<file path="config.mk">
export PLATFORM = sky130hd
export DESIGN_NAME = rs_issue_arbiter
export DESIGN_NICKNAME = d
export VERILOG_FILES = /design/src/rtl/rs_issue_arbiter_pkg.sv /design/src/rtl/rs_issue_arbiter_rr_picker.sv /design/src/rtl/rs_issue_arbiter.sv
export SDC_FILE = /design/constraint.sdc
export NUM_CORES = 1
export LEC_CHECK = 0
export ABC_AREA = 1
export ABC_CLOCK_PERIOD_IN_PS = 5900
export BUFFER_PORTS_ARGS = -buffer_cell sky130_fd_sc_hd__buf_4
export CORE_AREA = 5 5 313 315
export CTS_CLUSTER_DIAMETER = 60
export DETAILED_ROUTE_END_ITERATION = 7
export DIE_AREA = 0 0 318 320
export PLACE_DENSITY_LB_ADDON = 0.08
export SLEW_MARGIN = 10
export SYNTH_ARGS = -nofsm -noshare
export SYNTH_HDL_FRONTEND = slang
export SYNTH_SLANG_ARGS = --single-unit
</file>
<file path="constraint.sdc">
create_clock -name clock -period 5.9 [get_ports clock]
set_input_delay 0.59 -clock clock [delete_from_list [all_inputs] [get_ports clock]]
set_output_delay 0.59 -clock clock [all_outputs]
set_load 0.05 [all_outputs]
</file>
<file path="src/rtl/rs_issue_arbiter_pkg.sv">
// Shared types and defaults for the reservation-station issue path.
// Optional feature macro ISSUE_PERF_EN (see rs_issue_arbiter.sv).
package rs_issue_arbiter_pkg;

    localparam int NUM_RS         = 4;
    localparam int RS_EX_PACKET_W = 160;

    typedef logic [RS_EX_PACKET_W-1:0] rs_ex_packet_t;
    typedef rs_ex_packet_t             issue_pkt_t;

    // The RS uses this to decide which unit's rs_ready vector an entry feeds.
    typedef enum logic [0:0] {
        FU_ALU = 1'b0,
        FU_MEM = 1'b1
    } func_unit_e;

    // Occupancy of the one-deep output register.
    typedef enum logic [0:0] {
        ST_EMPTY = 1'b0,
        ST_FULL  = 1'b1
    } issue_state_e;

endpackage

</file>
<file path="src/rtl/rs_issue_arbiter_rr_picker.sv">
// Combinational round-robin picker: rotate requests so that ptr sits at
// bit 0, take the lowest set bit, then rotate the index back. N must be a
// power of two so that index arithmetic wraps naturally.
module rr_picker #(
    parameter int N     = 4,
    parameter int IDX_W = $clog2(N)
) (
    input  logic [N-1:0]     req,
    input  logic [IDX_W-1:0] ptr,
    output logic [N-1:0]     gnt_onehot,
    output logic [IDX_W-1:0] gnt_idx,
    output logic             any
);

    logic [N-1:0]     req_rot;
    logic [IDX_W-1:0] rot_idx;

    for (genvar g = 0; g < N; g++) begin : g_rot
        assign req_rot[g] = req[IDX_W'(g) + ptr];
    end

    // Lowest set bit of the rotated vector is the first requester at or after ptr.
    always_comb begin
        rot_idx = '0;
        for (int i = N - 1; i >= 0; i--) begin
            if (req_rot[i]) begin
                rot_idx = IDX_W'(i);
            end
        end
    end

    assign any     = |req;
    assign gnt_idx = rot_idx + ptr;

    // One-hot form of the un-rotated grant, empty when nobody requests.
    always_comb begin
        gnt_onehot = '0;
        if (any) begin
            gnt_onehot[gnt_idx] = 1'b1;
        end
    end

endmodule

</file>
<file path="src/rtl/rs_issue_arbiter.sv">
// Issue scheduler for one shared functional unit. Picks one ready RS entry
// per cycle round-robin, clears it in the RS, and holds the packet in a
// one-deep valid/ready output register.
// Optional feature: define ISSUE_PERF_EN to add saturating transfer and
// stall counters (perf_issue_cnt, perf_stall_cnt).
//
// state    | meaning
// ---------+---------------------------------------------------------
// ST_EMPTY | output register free; any ready entry is captured
// ST_FULL  | packet presented to FU; reload only when FU accepts it
module rs_issue_arbiter #(
    parameter int NUM_RS    = rs_issue_arbiter_pkg::NUM_RS,
    parameter int IDX_W     = $clog2(NUM_RS),
    parameter int PAYLOAD_W = rs_issue_arbiter_pkg::RS_EX_PACKET_W
) (
    input  logic                        clock,
    input  logic                        reset,
    input  logic [NUM_RS-1:0]           rs_ready,
    input  logic [NUM_RS*PAYLOAD_W-1:0] rs_payload,
    input  logic                        squash,
    input  logic                        fu_ready,
    output logic                        issue_valid,
    output logic [PAYLOAD_W-1:0]        issue_payload,
    output logic [IDX_W-1:0]            issue_idx,
    output logic [NUM_RS-1:0]           rs_clear
`ifdef ISSUE_PERF_EN
    ,
    output logic [31:0]                 perf_issue_cnt,
    output logic [31:0]                 perf_stall_cnt
`endif
);

    import rs_issue_arbiter_pkg::*;

    issue_state_e         state;
    logic [IDX_W-1:0]     rr_ptr;
    logic [NUM_RS-1:0]    pick_onehot;
    logic [IDX_W-1:0]     pick_idx;
    logic                 pick_any;
    logic                 take;
    logic [PAYLOAD_W-1:0] payload_arr [NUM_RS];

    for (genvar g = 0; g < NUM_RS; g++) begin : g_unpack
        assign payload_arr[g] = rs_payload[g*PAYLOAD_W +: PAYLOAD_W];
    end

    rr_picker #(
        .N     (NUM_RS),
        .IDX_W (IDX_W)
    ) u_picker (
        .req        (rs_ready),
        .ptr        (rr_ptr),
        .gnt_onehot (pick_onehot),
        .gnt_idx    (pick_idx),
        .any        (pick_any)
    );

    // Capture is allowed when the register is free or being drained this cycle.
    assign take = pick_any && !squash && (!issue_valid || fu_ready);

    // The RS frees the entry at the same edge we capture it; silent in reset.
    assign rs_clear = (take && reset) ? pick_onehot : '0;

    // Output register FSM: squash empties, take (re)loads, lone transfer drains.
    always_ff @(posedge clock or negedge reset) begin
        if (!reset) begin
            state         <= ST_EMPTY;
            issue_valid   <= 1'b0;
            issue_payload <= '0;
            issue_idx     <= '0;
            rr_ptr        <= '0;
        end else if (squash) begin
            state       <= ST_EMPTY;
            issue_valid <= 1'b0;
        end else if (take) begin
            state         <= ST_FULL;
            issue_valid   <= 1'b1;
            issue_payload <= payload_arr[pick_idx];
            issue_idx     <= pick_idx;
            rr_ptr        <= IDX_W'(pick_idx + 1'b1);
        end else begin
            case (state)
                ST_FULL: begin
                    if (fu_ready) begin
                        state       <= ST_EMPTY;
                        issue_valid <= 1'b0;
                    end
                end
                default: begin
                end
            endcase
        end
    end

`ifdef ISSUE_PERF_EN
    // Saturating counters; a transfer during squash still counts, squash never clears.
    always_ff @(posedge clock or negedge reset) begin
        if (!reset) begin
            perf_issue_cnt <= '0;
            perf_stall_cnt <= '0;
        end else begin
            if (issue_valid && fu_ready && (perf_issue_cnt != 32'hFFFF_FFFF)) begin
                perf_issue_cnt <= perf_issue_cnt + 32'd1;
            end
            if (issue_valid && !fu_ready && (perf_stall_cnt != 32'hFFFF_FFFF)) begin
                perf_stall_cnt <= perf_stall_cnt + 32'd1;
            end
        end
    end
`else
    // Performance counters not built.
`endif

endmodule

</file>
==> results.cfg <==
[outcome]
status = complete, no violations

[clocking]
cts_root_buf = clkbuf_16
worstSkewPairLatency_ps = 480
postCtsSetupBuffers = 0
clk_pin_slew_ps = 80
cts_made_buffers = 17
tritoncts = built
clockBufferDepth = 2
cts_sinks = 166
htree_levels = 4

[timing]
fin_crit_sh = 0.7492
skew_ps = 15.88
setup_tns_ps = 0
setup_viol = 0
final_hold_viol_count = 0
fmax_mhz = 226.2
max_slew_margin = 0.3188
final.min_clock_period_ps = 4420
rsz0062_at_grt = false
hold_ws_ps = 355.6
slew_violations = 0
tightest_slew_ps = 1022

[die]
rows = 113
initial_utilization = 0.1247
die_w_um = 318
core_um2 = 94590
die_h_um = 320
ioPinCount = 815
dieArea_um2 = 101800

[synthesis]
ys_ff_latch = 166
syn_nets = 2148
synth_cells = 1498
yosysWarnings = 0
yosysSeqAreaShare = 0.3523
syn_area_per_cell_um2 = 7.871
netlist_area_um2 = 11790
synth_cell_type_count = 24

[critical_path]
r2r_slack_ps = 2040
cp-end-kind = output pin
cp_max_fo = 80
critical_path_class = flip-flop to output pin
path_cells = inv_4 -> nand2_1 -> nand2_1 -> nand2_1 -> nand2_1 -> a31oi_1 -> nor2_1 -> ha_4 -> xor2_1 -> nand2_8 -> nand2_8 -> inv_1 -> nor3_1 -> buf_4
cp_num_buf_inv = 3
cp_num_cells = 14
cp-start-kind = flip-flop
cp-startpoint = rr_ptr[0]
timing.critical_path.slowest_stage_cell = dfrtp_1
required_ps = 5310
crit_family = simple AND/OR/NAND/NOR gates
timing.rr.end = issue_payload[79]
worstRegToRegCells = 15
crit_end = rs_clear[3]
cp_data_arrival_time_ps = 3830
max_stage_delay_ps = 550
cp_common_cell = nand2_1
reg2reg_from = rr_ptr[0]

[power]
clkPwrFrac = 0.073
ir_drop_mv = 0.4183
finalPower_mw = 15.65
leakagePower_nw = 10.66
p_int_mw = 6.616
p_per_area_nw_per_um2 = 792.7
combPwrFrac = 0.795
switching_power_mw = 9.033
pwr-share-seq = 0.132
swShare = 0.5773

[final_layout]
final_cells = 3508
utilization = 0.2087
nets = 2880
layout-drive-gt1-share = 0.3916
area_growth_pct = 67.42

[routing]
avgRoutedWirePerCell_um = 19.35
wl_um = 67880
drtIter0Drc = 545
vias = 13363
route.detailed.drc = 0
antenna_left = 0
drt-pass1-iter-count = 5
viasPerCell = 3.809

[placement]
gp_congestion = 0.8022
dp_cells = 3475
io_buffers = 814
dp_hpwl_um = 53700

[grt]
grt_pass1_vias = 14556
grt_antenna_before_repair = 2
grt_max_degree = 105
grt_overflow = 0
grt_usage = 0.1273
grt_pass1_wl_um = 97540

[worst_hold_path]
min_from = fu_ready
worstHoldPathType = input pin to flip-flop

[run]
drv_cap = 0
[worst min-delay path by stage]
stage	end	slack (ps)	depth (start not counted)
3_5_place_dp	issue_payload[68]	470	2
5_1_grt	state	310	2
3_3_place_gp	issue_payload[127]	470	2
4_1_cts	state	290	2
2_1_floorplan	issue_idx[0]	290	0
6_report	state	360	2
[synth_stat cells]
cell type  number  area [µm²]
a31oi_1         1       6.260
buf_1           7       26.28
buf_2          33       165.2
buf_4           4       30.03
buf_6          13       146.4
clkbuf_1       69       259.0
dfrtp_1       166        4154
ha_1            2       25.02
inv_1          10       37.54
inv_2           1       3.750
inv_4           1       6.260
mux2i_1       320        3203
nand2_1       529        1986
nand2_2         1       6.260
nand2_4         2       22.52
nand3_1       323        1617
nand3_4         1       17.52
nor2_1          7       26.28
nor2_4          1       11.26
nor3_1          2       10.01
nor4_1          1       6.260
o21a_1          1       7.510
o21ai_0         2       10.01
xor2_1          1       8.760
[per-stage QoR]
step | instance area (µm²) | setup WS (ps)
floorplan | 11790 | 2092
global placement | 19170 | 1858
detailed placement | 19170 | 1826
CTS | 19740 | 1343
global route | 19740 | 1057
finish | 19740 | 1480
[power groups by stage]
stage | Sequential, mW | Combinational [mW] | Clock, mW
final | 2.07 | 12.4 | 1.14
after global placement | 2.08 | 12.8 | 0
after detailed placement | 2.09 | 12.8 | 0
after CTS | 2.08 | 12.8 | 1.22
after global routing | 2.16 | 13.5 | 1.26
after floorplan | 3.98 | 7.09 | 0
[per-layer routing]
layer | vias to the layer above | share of wire | GRT usage
met4 | 2 | 0.011 | 0.02581
met2 | 504 | 0.53 | 0.2373
met3 | 36 | 0.074 | 0.04351
met5 | - | 0.00029 | 0
met1 | 6278 | 0.38 | 0.1407
li1 | 6543 | - | -
[placed cells by master (no fill, tap or decap)]
master / synthesis / routed
o21ai_0: 2 / 2
buf_12: 0 / 7
nand2_8: 0 / 2
dlygate4sd3_1: 0 / 1
inv_4: 1 / 1
o21a_1: 1 / 1
inv_1: 10 / 9
xor2_1: 1 / 1
diode_2: 0 / 1
mux2i_1: 320 / 320
buf_4: 4 / 830
nand3_1: 323 / 323
inv_2: 1 / 1
nand2_1: 529 / 529
clkbuf_1: 69 / 1
nor2_1: 7 / 6
a31oi_1: 1 / 1
clkinvlp_4: 0 / 1
nand2_2: 1 / 1
ha_4: 0 / 1
inv_6: 0 / 5
nor4_1: 1 / 1
clkinv_4: 0 / 4
nor2_4: 1 / 2
dfrtp_1: 166 / 166
clkbuf_8: 0 / 2
inv_8: 0 / 3
nor3_1: 2 / 2
ha_1: 2 / 1
clkbuf_16: 0 / 17
nand3_4: 1 / 1
[layout make-up]
| class | count | area (µm²) |
|---|---|---|
| sequential | 166 | 4154 |
| tap | 1265 | 1583 |
| multi-input combinational | 1194 | 7000 |
| clock buffer | 19 | 442.9 |
| antenna | 1 | 2.502 |
| fill | 10696 | 74850 |
| inverter | 12 | 52.55 |
| clock inverter | 12 | 111.4 |
| timing repair buffer | 839 | 6395 |
[flip-flops by register name, indices dropped and copies added (netlist names)]
signal / count
issue_payload: 160
issue_idx: 2
rr_ptr: 2
issue_valid: 1
state: 1
[timing repair]
| action | 4_1_cts | 5_1_grt |
|---|---|---|
| hold buffers | 1 | 0 |
| resized for setup | 0 | 0 |
| hold endpoints to repair | 13 | 0 |
[cells by family (layout without fill, tap and decap cells)]
kind of cell               count (synthesis)  after routing  share of synthesized area
buffers and inverters                    138            882                    0.05720
xor gates and xnor gates                   1              1                  0.0007429
other                                      0              1                          0
adders and majority gates                  2              2                   0.002122
DFF                                      166            166                     0.3523
muxes                                    320            320                     0.2716
AOI/OAI and AO/OA                          4              4                   0.002017
and+or+nand+nor                          867            867                     0.3140
Power figures use the tool's default switching activity.
